`config.mk`:
```
export PLATFORM = sky130hd
export DESIGN_NAME = jtopll_wrseq
export DESIGN_NICKNAME = d
export VERILOG_FILES = /design/src/rtl/jtopll_pkg.sv /design/src/rtl/jtopll_wrfifo.sv /design/src/rtl/jtopll_wrseq.sv
export SDC_FILE = /design/constraint.sdc
export NUM_CORES = 1
export LEC_CHECK = 0
export CAP_MARGIN = 10
export CELL_PAD_IN_SITES_DETAIL_PLACEMENT = 1
export CELL_PAD_IN_SITES_GLOBAL_PLACEMENT = 1
export CORE_MARGIN = 2
export CORE_UTILIZATION = 51
export CTS_CLUSTER_DIAMETER = 150
export DETAILED_ROUTE_END_ITERATION = 7
export PLACE_DENSITY = 0.84
export SETUP_SLACK_MARGIN = 0.05
export SLEW_MARGIN = 30
export SYNTH_ARGS = -nofsm -noshare
export SYNTH_HDL_FRONTEND = slang
export SYNTH_SLANG_ARGS = --single-unit
```
`constraint.sdc`:
```
create_clock -name clk -period 2.9 [get_ports clk]
set_input_delay 0.29 -clock clk [delete_from_list [all_inputs] [get_ports clk]]
set_output_delay 0.29 -clock clk [all_outputs]
set_load 0.02 [all_outputs]
```
`src/rtl/jtopll_pkg.sv`:
```
// Shared definitions for the OPLL host write sequencer: FSM encoding and
// the default post-address / post-data wait times of the OPLL core.
package jtopll_pkg;

  typedef enum logic [2:0] {
    ST_IDLE = 3'd0,
    ST_AWR  = 3'd1,
    ST_AWT  = 3'd2,
    ST_DWR  = 3'd3,
    ST_DWT  = 3'd4
  } wr_state_e;

  localparam int OPLL_ADDR_WAIT = 12;
  localparam int OPLL_DATA_WAIT = 84;

  function automatic int max_int(input int a, input int b);
    return (a > b) ? a : b;
  endfunction

endpackage

```
`src/rtl/jtopll_wrfifo.sv`:
```
// DEPTH x W synchronous FIFO with first-word-fall-through read data.
// Pointers wrap modulo DEPTH; full/empty are derived from the occupancy count.
module jtopll_wrfifo #(
  parameter int DEPTH = 8,
  parameter int AW    = 3,
  parameter int W     = 16
) (
  input  logic          clk,
  input  logic          rst_n,
  input  logic          push,
  input  logic [W-1:0]  din,
  input  logic          pop,
  output logic [W-1:0]  dout,
  output logic [AW:0]   level,
  output logic          full,
  output logic          empty
);

  logic [W-1:0]  mem_q [DEPTH];
  logic [AW-1:0] wr_ptr_q, wr_ptr_d;
  logic [AW-1:0] rd_ptr_q, rd_ptr_d;
  logic [AW:0]   level_q, level_d;
  logic          push_ok, pop_ok;

  assign full    = (level_q == (AW+1)'(DEPTH));
  assign empty   = (level_q == '0);
  assign push_ok = push && !full;
  assign pop_ok  = pop && !empty;
  assign dout    = mem_q[rd_ptr_q];
  assign level   = level_q;

  // NOTE: every signal gets its default before any branch, so no path
  // leaves it unassigned and no latch is inferred.
  always_comb begin
    wr_ptr_d = push_ok ? wr_ptr_q + AW'(1) : wr_ptr_q;
    rd_ptr_d = pop_ok  ? rd_ptr_q + AW'(1) : rd_ptr_q;
    level_d  = level_q;
    case ({push_ok, pop_ok})
      2'b10:   level_d = level_q + (AW+1)'(1);
      2'b01:   level_d = level_q - (AW+1)'(1);
      default: level_d = level_q;
    endcase
  end

  // NOTE: state registers use non-blocking assignments so every flop samples
  // the pre-edge values, independent of process evaluation order.
  always_ff @(posedge clk or negedge rst_n) begin
    if (!rst_n) begin
      wr_ptr_q <= '0;
      rd_ptr_q <= '0;
      level_q  <= '0;
    end else begin
      wr_ptr_q <= wr_ptr_d;
      rd_ptr_q <= rd_ptr_d;
      level_q  <= level_d;
    end
  end

  // NOTE: storage is deliberately not reset; entries are only read behind a
  // valid level, so clearing them would add reset fan-out for no benefit.
  always_ff @(posedge clk) begin
    if (push_ok) mem_q[wr_ptr_q] <= din;
  end

endmodule

```
`src/rtl/jtopll_wrseq.sv`:
```
// Host-side write sequencer for the OPLL core: queues {reg,data} writes and
// replays them as timed address/data bus cycles. Optional JTOPLL_WRSEQ_SKIPADDR_EN
// skips the address cycle when the register index repeats.
module jtopll_wrseq
  import jtopll_pkg::*;
#(
  parameter int DEPTH     = 8,
  parameter int AW        = 3,
  parameter int ADDR_WAIT = OPLL_ADDR_WAIT,
  parameter int DATA_WAIT = OPLL_DATA_WAIT
) (
  input  logic        clk,
  input  logic        rst_n,
  input  logic        cen,
  input  logic        req_valid,
  output logic        req_ready,
  input  logic [7:0]  req_reg,
  input  logic [7:0]  req_data,
  output logic [7:0]  opl_din,
  output logic        opl_addr,
  output logic        opl_cs_n,
  output logic        opl_wr_n,
  output logic        busy,
  output logic [AW:0] level
);

  localparam int CW = $clog2(max_int(ADDR_WAIT, DATA_WAIT)) + 1;

  wr_state_e     state_q, state_d;
  logic [CW-1:0] cnt_q, cnt_d;
  logic [7:0]    hold_data_q, hold_data_d;
  logic [7:0]    din_q, din_d;
  logic          addr_q, addr_d;
  logic          cs_n_q, cs_n_d;
  logic          wr_n_q, wr_n_d;
  logic          fifo_pop, fifo_full, fifo_empty, skip_addr;
  logic [15:0]   fifo_dout;

`ifdef JTOPLL_WRSEQ_SKIPADDR_EN
  logic [7:0] last_reg_q, last_reg_d;
  logic       last_vld_q, last_vld_d;
`endif

  jtopll_wrfifo #(.DEPTH(DEPTH), .AW(AW), .W(16)) u_fifo (
    .clk   (clk),
    .rst_n (rst_n),
    .push  (req_valid),
    .din   ({req_reg, req_data}),
    .pop   (fifo_pop),
    .dout  (fifo_dout),
    .level (level),
    .full  (fifo_full),
    .empty (fifo_empty)
  );

  assign req_ready = !fifo_full;
  assign busy      = (state_q != ST_IDLE) || !fifo_empty;
  assign opl_din   = din_q;
  assign opl_addr  = addr_q;
  assign opl_cs_n  = cs_n_q;
  assign opl_wr_n  = wr_n_q;

  always_comb begin
    state_d     = state_q;
    cnt_d       = cnt_q;
    hold_data_d = hold_data_q;
    din_d       = din_q;
    addr_d      = addr_q;
    cs_n_d      = cs_n_q;
    wr_n_d      = wr_n_q;
    fifo_pop    = 1'b0;
    skip_addr   = 1'b0;
`ifdef JTOPLL_WRSEQ_SKIPADDR_EN
    last_reg_d  = last_reg_q;
    last_vld_d  = last_vld_q;
    skip_addr   = last_vld_q && (fifo_dout[15:8] == last_reg_q);
`endif
    if (cen) begin
      // Strobes last exactly one cen cycle; only strobe entries pull them low.
      cs_n_d = 1'b1;
      wr_n_d = 1'b1;
      case (state_q)
        ST_IDLE: begin
          if (!fifo_empty) begin
            fifo_pop    = 1'b1;
            hold_data_d = fifo_dout[7:0];
            cs_n_d      = 1'b0;
            wr_n_d      = 1'b0;
            if (skip_addr) begin
              state_d = ST_DWR;
              addr_d  = 1'b1;
              din_d   = fifo_dout[7:0];
            end else begin
              state_d = ST_AWR;
              addr_d  = 1'b0;
              din_d   = fifo_dout[15:8];
`ifdef JTOPLL_WRSEQ_SKIPADDR_EN
              last_reg_d = fifo_dout[15:8];
              last_vld_d = 1'b1;
`endif
            end
          end
        end
        ST_AWR: begin
          state_d = ST_AWT;
          cnt_d   = CW'(ADDR_WAIT - 1);
        end
        ST_AWT: begin
          if (cnt_q == '0) begin
            state_d = ST_DWR;
            cs_n_d  = 1'b0;
            wr_n_d  = 1'b0;
            addr_d  = 1'b1;
            din_d   = hold_data_q;
          end else begin
            cnt_d = cnt_q - CW'(1);
          end
        end
        ST_DWR: begin
          state_d = ST_DWT;
          cnt_d   = CW'(DATA_WAIT - 1);
        end
        ST_DWT: begin
          if (cnt_q == '0) state_d = ST_IDLE;
          else             cnt_d   = cnt_q - CW'(1);
        end
        default: state_d = ST_IDLE;
      endcase
    end
  end

  always_ff @(posedge clk or negedge rst_n) begin
    if (!rst_n) begin
      state_q     <= ST_IDLE;
      cnt_q       <= '0;
      hold_data_q <= '0;
      din_q       <= '0;
      addr_q      <= 1'b0;
      cs_n_q      <= 1'b1;
      wr_n_q      <= 1'b1;
    end else begin
      state_q     <= state_d;
      cnt_q       <= cnt_d;
      hold_data_q <= hold_data_d;
      din_q       <= din_d;
      addr_q      <= addr_d;
      cs_n_q      <= cs_n_d;
      wr_n_q      <= wr_n_d;
    end
  end

`ifdef JTOPLL_WRSEQ_SKIPADDR_EN
  always_ff @(posedge clk or negedge rst_n) begin
    if (!rst_n) begin
      last_reg_q <= 8'hFF;
      last_vld_q <= 1'b0;
    end else begin
      last_reg_q <= last_reg_d;
      last_vld_q <= last_vld_d;
    end
  end
`endif

endmodule

```
# Yosys cells after proc, flatten, opt, wreduce, memory -nomap -nowiden
# Memories as Yosys holds them, arrays and structs flattened.
# Cells that the tools add are included.
dict set report totals {
  latch_bits 0
  mem_bits_ro 0
  word_cells 65
  mem_bits_rw 128
  mem_count 1
  inputBits 20
  reg_bits 39
  out_inout_bits 17
}
# name depth word_bits read_ports rd_clocked_by_memory_dff wr line
set memory_table {}
lappend memory_table {u_fifo.mem_q 8 16 1 0 1 jtopll_wrfifo.sv:19} ;# logic [W-1:0] mem_q [DEPTH];
dict set report classes {
  n_mul 0
  n_reduce_logical 17
  bitwise 1
  addsub 5
  muxes 21
  eq_ne 11
  div 0
  order_cmp 0
  shift 0
}
# operator count
set ops {}
lappend ops {{$mux 8} 3}
lappend ops {{$pmux 8 s3} 1}
lappend ops {{$pmux 8 s2} 1}
lappend ops {{$pmux 3 s5} 1}
lappend ops {{$mux 1} 9}
lappend ops {{$mux 3} 3}
lappend ops {{$logic_not 8->1} 1}
lappend ops {{$ne 2x2->1 const B} 4}
lappend ops {{$pmux 4 s2} 1}
lappend ops {{$reduce_and 4->1} 2}
lappend ops {{$sub 8x1->8 const B} 1}
lappend ops {{$add 3x1->3 const B} 2}
lappend ops {{$eq 3x2->1 const B} 2}
lappend ops {{$reduce_and 3->1} 2}
lappend ops {{$reduce_bool 3->1} 2}
lappend ops {{$add 4x1->4 const B} 1}
lappend ops {{$eq 4x4->1 const B} 1}
lappend ops {{$logic_not 4->1} 1}
lappend ops {{$pmux 1 s2} 2}
lappend ops {{$reduce_bool 2->1} 2}
lappend ops {{$sub 4x1->4 const B} 1}
lappend ops {{$eq 3x1->1 const B} 1}
lappend ops {{$eq 3x3->1 const B} 1}
lappend ops {{$logic_not 3->1} 1}
lappend ops {{other kinds (7)} 9}

# Depth between registers and ports, before layout
# Gate-level depths: netlist of run 1.
dict set report depth {
  depth_word 7
  mapped_depth 11
  depth_no_buf 10
}

# Cells and area by module
# A second synthesis of run 1 with hierarchy kept.
dict set report unflattened {
  cells_unflattened 385
  hier_area_um2 7096.8
}
# mod seq_area_each_um2 area_each_um2 instances cells_per_inst
set modules_own_cells {}
lappend modules_own_cells {jtopll_wrfifo 4093.9 5554.1 1 253}
lappend modules_own_cells {jtopll_wrseq 726.9 1542.7 1 132}

# Worst setup path before layout of run 1
# No wires, ideal clock.
dict set report synth_timing {
  path_type {flip-flop to flip-flop}
  start {reg u_fifo.level_q[0] (netlist: u_fifo.level[0])}
  end {mem u_fifo.mem_q[0][0], enable pin}
  required_ns 2.491
  slack_ns 0.056
  synth_period_minus_slack_ns 2.844
  stages_incl_launch_ff 6
  setup_time_ns 0.409
  path_buffers 0
  arrival_ns 2.434
  cell_sequence {dfrtp_1 > nor3_1 > nand2_1 > nand2_1 > or2_2 > nor3_1}
}
dict set report synth_via {
  elab_chain_len 5
}
# item line
set synth_rtl {}
lappend synth_rtl {{from (decl)} jtopll_wrfifo.sv:22} ;# logic [AW:0] level_q, level_d;
lappend synth_rtl {{from (signal assigned)} jtopll_wrfifo.sv:55} ;# level_q <= level_d;
lappend synth_rtl {{$eq 4x4->1} jtopll_wrfifo.sv:25} ;# assign full = (level_q == (AW+1)'(DEPTH));
lappend synth_rtl {{$logic_not 1->1} --}
lappend synth_rtl {{via req_ready} jtopll_wrseq.sv:16} ;# output logic req_ready,
lappend synth_rtl {{$logic_and 1x1->1} jtopll_wrfifo.sv:27} ;# assign push_ok = push && !full;
lappend synth_rtl {{$mux 1} jtopll_wrfifo.sv:62} ;# if (push_ok) mem_q[wr_ptr_q] <= din;
lappend synth_rtl {{$mux 1 (not written as such)} jtopll_wrfifo.sv:62}
lappend synth_rtl {{to (decl)} jtopll_wrfifo.sv:19}
# The timed path passes the listed nets, and every way through them passes these cells.

# Final worst setup path of run 1
dict set report layout_timing {
  start {reg u_fifo.level_q[0] (netlist: u_fifo.level[0])}
  end {reg u_fifo.level_q[3] (netlist: u_fifo.level[3])}
}
dict set report layout_via {
  elab_chain_len 7
  elab_cells_between_ends 15
  cone_classes {add/sub (2); eq/ne (3); mux (4); reduce/logical (6)}
}
# item line
set layout_rtl {}
lappend layout_rtl {{$logic_not 4->1 *} jtopll_wrfifo.sv:26} ;# assign empty = (level_q == '0);
lappend layout_rtl {{$mux 1} jtopll_wrseq.sv:84} ;# if (!fifo_empty) begin
lappend layout_rtl {{$mux 1} jtopll_wrseq.sv:82} ;# case (state_q)
lappend layout_rtl {{$mux 1} jtopll_wrseq.sv:78} ;# if (cen) begin
lappend layout_rtl {{$logic_and 1x1->1 *} jtopll_wrfifo.sv:28} ;# assign pop_ok = pop && !empty;
lappend layout_rtl {{via u_fifo.pop_ok} jtopll_wrfifo.sv:23} ;# logic push_ok, pop_ok;
lappend layout_rtl {{$eq 2x1->1 / $eq 2x2->1 (equally long branches)} jtopll_wrfifo.sv:38} ;# case ({push_ok, pop_ok})
lappend layout_rtl {{$pmux 4 s2 / $reduce_bool 2->1 (equally long branches)} --}
# Mark *: on every way through the listed nets, which the timed path passes. The rest lies on a longest branch.
# A chain may end at the register's enable or synchronous reset.

==> impl_metrics.yaml, run 1 <==
detailed_routing:
  first_pass_iters: 5
  drt_iter0_drc: 253
  routedWlPerCell_um: 23.2
  vias_per_cell: 5.81
  drt-total-wl_um: 14600
  ant_nets: 0
  drc: 0
  dr_total_vias: 3662
logic_synthesis:
  synth_top_family_by_area: "multiplexers"
  yosys.area_share.simple_pct: 4.98
  ys_seq_area_share_pct: 70.8
  synth_top_cells_by_area: "edfxtp_1 (56%), dfrtp_1 (14%), mux4_2 (11%)"
  synth-seq-cells: 167
  synth_top_area_cell: "edfxtp_1"
  netlist.area_leader.share_pct: 56.5
  synth_mux_area_share_pct: 14.1
  synth_edf_count: 128
  async_flop_share_pct: 23.4
  synth_xor_area_share_pct: 1.03
  yosysWarnings: 0
  synth_cell_types: 55
  synth_compound_area_share_pct: 5.18
  netlist_instances: 390
  synth_fp_nets: 418
  synth-adder-area-share_pct: 1.58
  synthFlopType: "edfxtp_1"
  syn_avg_cell_area_um2: 17.4
  synth.cell_area_um2: 6810
setup_path:
  r2r-end: "u_fifo.level[3]"
  slowest_stage: "or4_4"
  crit_chain: "or4_4 > nand4_1 > inv_1 > ha_1 > ha_1 > a21o_1 > a21oi_1 > xnor2_1 > nor2_1 > xor2_1"
  reg2reg_from: "u_fifo.level[0]"
  worstPathArrival_ns: 2.93
  worstSetupPathType: "reg -> reg"
  crit_fanout: 6
  endpoint_kind: "flop"
  startpoint_type: "flop"
  crit_family: "simple AND/OR/NAND/NOR gates"
  cp_common_cell: "ha_1"
  r2r_cells: 10
  cp-startpoint: "u_fifo.level[0]"
  required_ns: 3.21
  critPathBufInv: 1
  r2r_slack_ns: 0.28
  max_stage_delay_ns: 0.57
timing:
  setup_viol: 0
  finalCriticalPeriod_ns: 2.62
  fin_tns_setup_ns: 0
  hold_viol_final: 0
  maxSlewHeadroom_pct: 55.9
  max_freq_mhz: 381
  skew_ns: 0.0100
  post-route-period-util_pct: 90.5
  report.final.slew_viol_count: 0
  fin_ws_ns: 0.277
  worstMarginPinSlew_ns: 0.662
  rsz0062_at_grt: "false"
placed_design:
  gp_congestion: 0.836
  portBuffers: 36
  pre_cts_slack_ns: 0.218
  hpwlAfterDp_um: 9310
  placed_cells: 597
power:
  leakage_nw: 2.86
  swShare_pct: 32.8
  seqPwrFrac_pct: 42.3
  p_per_area_nw_per_um2: 1050
  finalPower_mw: 8.43
  p_int_mw: 5.66
  power.share.clock_pct: 26.0
  ir_worst_vdd_v: 0.000514
  p_switching_mw: 2.77
  p_comb_share_pct: 31.7
cts:
  cts_buffers: 17
  cts.reportedPaths.clkPinSlew_ns: 0.06
  root_buffer: "clkbuf_16"
  cts.htree.levels: 4
  clk-insertion-delay-late_ns: 0.42
  cts_setup_buffers: 0
  cts_tree: "built"
  cts.sinks: 167
  clk_path_buf_depth: 2
final_layout:
  final_cells: 630
  n_fill_cell: 1199
  syn_to_final_growth_pct: 17.6
  finish.utilization_pct: 60.9
  multi_input_area_um2: 1840
  antenna_cells: 0
  nNetsFinal: 469
  layout.area.seq_um2: 4820
  drive_above_1_share_pct: 21.6
status:
  status: "finished, final reports clean"
global_route:
  grt_max_degree: 40
  grt_pass1_wl_um: 23100
  grt.total_usage_pct: 22.4
  antenna_found_initial: 0
  grt_overflow: 0
  grt_pass1_vias: 4100
floorplan:
  initial_core_util_pct: 51.8
  dieArea_um2: 14300
  die_w_um: 120
  pin_count: 37
  rows: 42
  core-area_um2: 13100
  die_h_um: 120
run:
  maxCapViolations: 0
hold_path:
  hp-class: "in -> async"
[logic make-up after synthesis]
group,count (synthesis)
multiplexers,55
flip-flops,167
adder cells (fa/ha/maj),8
AND/OR/NAND/NOR,67
XOR/XNOR,8
AO/OA/AOI/OAI,51
buffers and inverters,34
[worst max-delay path by stage]
| stage | to | cells after the start |
|---|---|---|
| floorplan | u_fifo.mem_q[0][0] | 5 |
| global placement | u_fifo.level[3] | 10 |
| detailed placement | u_fifo.level[3] | 10 |
| CTS | u_fifo.level[3] | 10 |
| global route | u_fifo.level[3] | 10 |
| finish | u_fifo.level[3] | 10 |
[placed cells by master, fill, tap and decap left out, types with 2 or more instances in the layout]
master,n
clkdlybuf4s50_1,35
xor2_1,3
mux4_2,32
mux2_2,6
o21ai_1,4
o311ai_0,2
nand2b_1,2
nand4_1,3
xnor2_1,5
ha_1,7
edfxtp_1,128
a21oi_1,3
dfrtp_1,37
mux2i_1,17
inv_6,5
bufinv_16,2
clkbuf_16,17
buf_4,14
o21ai_0,13
nor3_1,2
nor3_2,3
o21ai_2,3
o22ai_1,2
clkinv_2,3
a21o_1,5
nand2_1,26
a22oi_1,4
inv_1,15
a31oi_1,4
nor2_1,15
clkinvlp_4,2
nand3_1,3
[Yosys cell counts, types with 2 or more instances]
| library cell | n |
|---|---|
| nand3_1 | 3 |
| o311ai_0 | 2 |
| ha_1 | 7 |
| or4_1 | 2 |
| o21ai_0 | 13 |
| clkbuf_1 | 7 |
| a22oi_1 | 4 |
| o21ai_2 | 3 |
| a21o_1 | 5 |
| mux2i_1 | 17 |
| buf_2 | 5 |
| xor2_1 | 3 |
| nand4_1 | 3 |
| a31oi_1 | 4 |
| edfxtp_1 | 128 |
| o21ai_1 | 4 |
| nor3_1 | 4 |
| mux2_2 | 6 |
| o22ai_1 | 2 |
| nor2_1 | 15 |
| nand2b_1 | 2 |
| buf_4 | 4 |
| dfrtp_1 | 38 |
| mux4_2 | 32 |
| xnor2_1 | 5 |
| buf_1 | 2 |
| inv_1 | 15 |
| a21oi_1 | 3 |
| nand2_1 | 26 |
[per-stage QoR]
stage	instance area [µm²]	hold slack [ns]
2_1_floorplan	6810	-0.00559
3_3_place_gp	7410	0.459
3_5_place_dp	7410	0.462
4_1_cts	8000	0.495
5_1_grt	8000	0.413
6_report	8000	0.377
[flip-flops by register name (all words and copies together), names as in the netlist]
register	flops
cnt_q	8
u_fifo.level	4
hold_data_q	8
opl_addr	1
opl_wr_n	1
u_fifo.rd_ptr_q	3
opl_din	8
u_fifo.wr_ptr_q	3
u_fifo.mem_q	128
state_q	3
[metal layers]
layer | track usage [%] | wire length, µm | vias to the layer above
met5 | 0 | 0 | -
met4 | 9.34 | 261 | 0
met3 | 4.61 | 739 | 21
met2 | 38.3 | 7810 | 115
li1 | - | - | 1624
met1 | 28.0 | 5790 | 1902
[repair_timing]
item                                    4_1_cts  5_1_grt
resized for setup                             0        1
endpoints found under the setup margin        0        1
hold endpoints to repair                      8        0
hold buffers                                  1        0
[power by group through the flow]
stage          Sequential (mW)  Clock [mW]  Combinational, mW
6_report                  3.56        2.19               2.67
3_5_place_dp              3.61           0               2.68
2_1_floorplan             3.48           0               1.84
4_1_cts                   3.57        2.23               2.71
3_3_place_gp              3.55           0               2.54
5_1_grt                   3.64        2.31               2.92
[cell type report]
type | instances | share of cell area, %
Clock buffer | 18 | 5.36
Multi-Input combinational cell | 189 | 23.0
Timing Repair Buffer | 51 | 6.07
Tap cell | 176 | 2.75
Inverter | 15 | 0.704
Clock inverter | 14 | 1.83
Sequential cell | 167 | 60.3
(Power assumes the default switching activity.)
==> inputs of run 2 (changes only) <==
--- a/config.mk
+++ b/config.mk
@@ -13,6 +13,7 @@
 export CTS_CLUSTER_DIAMETER = 150
 export DETAILED_ROUTE_END_ITERATION = 7
 export PLACE_DENSITY = 0.84
+export RECOVER_POWER = 100
 export SETUP_SLACK_MARGIN = 0.05
 export SLEW_MARGIN = 30
 export SYNTH_ARGS = -nofsm -noshare
==> run 2 against run 1 <==
Net effect: the flow now finishes with violations (max-capacitance violations, max-slew violations); via count about the same; fmax rose by 0.57%; hold slack improved by 0.12 ns; critical endpoint unchanged; first-iteration DRC count is 2.0% higher; register-to-register slack hardly changed; cell count did not move; final area down 0.83%; sequential power is essentially flat.
==> impl_metrics.yaml, run 2 (synthesis gave the netlist of run 1 again) <==
status:
  status: "finished, violations left"
  violations: "max-capacitance violations, max-slew violations"
detailed_routing:
  vias_per_cell: 5.81
  dr_total_vias: 3660
  drt-total-wl_um: 14600
  highest_layer: "met4"
  wl_met3_um: 646
  drc: 0
  wl_met2_um: 7810
  met1Wirelength_um: 5890
  ant_nets: 0
  first_pass_iters: 5
  drt_iter0_drc: 258
  routedWlPerCell_um: 23.1
cts:
  cts_tree: "built"
  cts.htree.levels: 4
  clk_path_buf_depth: 2
  cts_buffers: 17
  root_buffer: "clkbuf_16"
  cts.sinks: 167
  cts.reportedPaths.clkPinSlew_ns: 0.06
  clk-insertion-delay-late_ns: 0.43
timing:
  skew_ns: 0.0110
  fin_tns_setup_ns: 0
  post-route-period-util_pct: 89.9
  setup_viol: 0
  maxSlewHeadroom_pct: -40.4
  max_freq_mhz: 383
  report.final.slew_viol_count: 40
  hold_viol_final: 0
  rsz0062_at_grt: "false"
  worstMarginPinSlew_ns: 2.11
  finalCriticalPeriod_ns: 2.61
floorplan:
  die_h_um: 120
  dieArea_um2: 14300
  pin_count: 37
  initial_core_util_pct: 51.8
  die_w_um: 120
  core-area_um2: 13100
  rows: 42
final_layout:
  drive_above_1_share_pct: 18.3
  largest_reg_flops: 128
  layout_commonest_cell: "edfxtp_1"
  nNetsFinal: 469
  syn_to_final_growth_pct: 16.6
  final_cells: 630
  layout_common_cells: "edfxtp_1 (128), dfrtp_1 (38), dlygate4sd3_1 (34)"
  antenna_cells: 0
  largest_register: "u_fifo.mem_q"
hold_path:
  hp-class: "reg -> reg"
  hold_path_depth: 2
global_route:
  grt_pass1_vias: 4100
  grt_max_degree: 40
  antenna_found_initial: 0
  grt_pass1_wl_um: 23100
  grt.total_usage_pct: 22.4
  grt_overflow: 0
setup_path:
  required_ns: 3.21
  cp.depth: 10
  crit_fanout: 6
  max_stage_delay_ns: 0.57
  endpoint_kind: "flop"
  critPathBufInv: 1
  cp_common_cell: "ha_1"
  slowest_stage: "or4_4"
  worstPathArrival_ns: 2.92
  worstSetupPathType: "reg -> reg"
  crit_chain: "or4_4 > nand4_1 > inv_1 > ha_1 > ha_1 > a21o_1 > a21oi_1 > xnor2_1 > nor2_1 > xor2_1"
  crit_family: "simple AND/OR/NAND/NOR gates"
  startpoint_type: "flop"
  r2r_cells: 10
placed_design:
  hpwlAfterDp_um: 9310
  gp_congestion: 0.836
  placed_cells: 597
  portBuffers: 36
power:
  p_per_area_nw_per_um2: 1050
  leakage_nw: 2.83
  ir_worst_vdd_v: 0.000514
run:
  maxCapViolations: 1
[run 2: cell types whose count changed in the layout (fill, tap and decap cells not counted), sizes merged]
cell,previous run,this run
buf,15,5
dlygate4sd3,1,34
clkbuf,18,28
clkdlybuf4s50,35,2
[run 2: tightest hold or removal path: stages, from the launching register on]
cell,delay (ns)
dfrtp_1,0.35
nand2_1,0.05
o21ai_0,0.06
[run 2: final cells by class]
| cell class | instances | area [µm²] |
|---|---|---|
| Clock buffer | 18 | 429 |
| Clock inverter | 14 | 146 |
| Fill cell | 1209 | 5200 |
| Inverter | 15 | 56.3 |
| Multi-Input combinational cell | 189 | 1810 |
| Sequential cell | 167 | 4820 |
| Tap cell | 176 | 220 |
| Timing Repair Buffer | 51 | 452 |
[run 2: power breakdown]
part / total, mW / switching, mW / internal, mW
Sequential: 3.56 / 0.433 / 3.13
Combinational: 2.55 / 1.37 / 1.18
Clock: 2.18 / 0.912 / 1.27
Total: 8.30 / 2.72 / 5.58
[run 2: path summary, 6_finish.rpt]
| check | startpoint | slack, ns | end |
|---|---|---|---|
| worst min register to register | hold_data_q[7] | 0.49 | hold_data_q[7] |
| max in group asynchronous | rst_n | 0.66 | cnt_q[1] |
| min in group asynchronous | rst_n | 1.02 | opl_addr |
| worst max-delay path | u_fifo.level[0] | 0.29 | u_fifo.level[3] |
| worst max register to register | u_fifo.level[0] | 0.29 | u_fifo.level[3] |
| worst min-delay path | hold_data_q[7] | 0.49 | hold_data_q[7] |
[run 2: timing repair]
action,4_1_cts,5_1_grt
endpoints found under the setup margin,0,1
hold endpoints to repair,8,0
buffers inserted,0,0
resized for setup,0,1
hold buffers,1,0
[run 2: through the flow]
stage / instance area [µm²] / util [%] / setup slack (ns) / hold slack (ns) / power [mW]
finish: 7940 / 60.4 / 0.292 / 0.493 / 8.30
global route: 7940 / 60.4 / 0.0871 / 0.529 / 8.75
CTS: 8000 / 60.9 / 0.206 / 0.495 / 8.51
detailed placement: 7410 / 56.4 / 0.218 / 0.462 / 6.29
global placement: 7410 / 56.4 / 0.377 / 0.459 / 6.09
floorplan: 6810 / - / 0.0564 / -0.00559 / 5.32
[run 2: metal layers]
metal | vias to the layer above | track usage (%)
met5 | - | 0
met4 | 0 | 9.34
met3 | 17 | 4.61
met2 | 101 | 38.3
met1 | 1917 | 28.0
li1 | 1625 | -
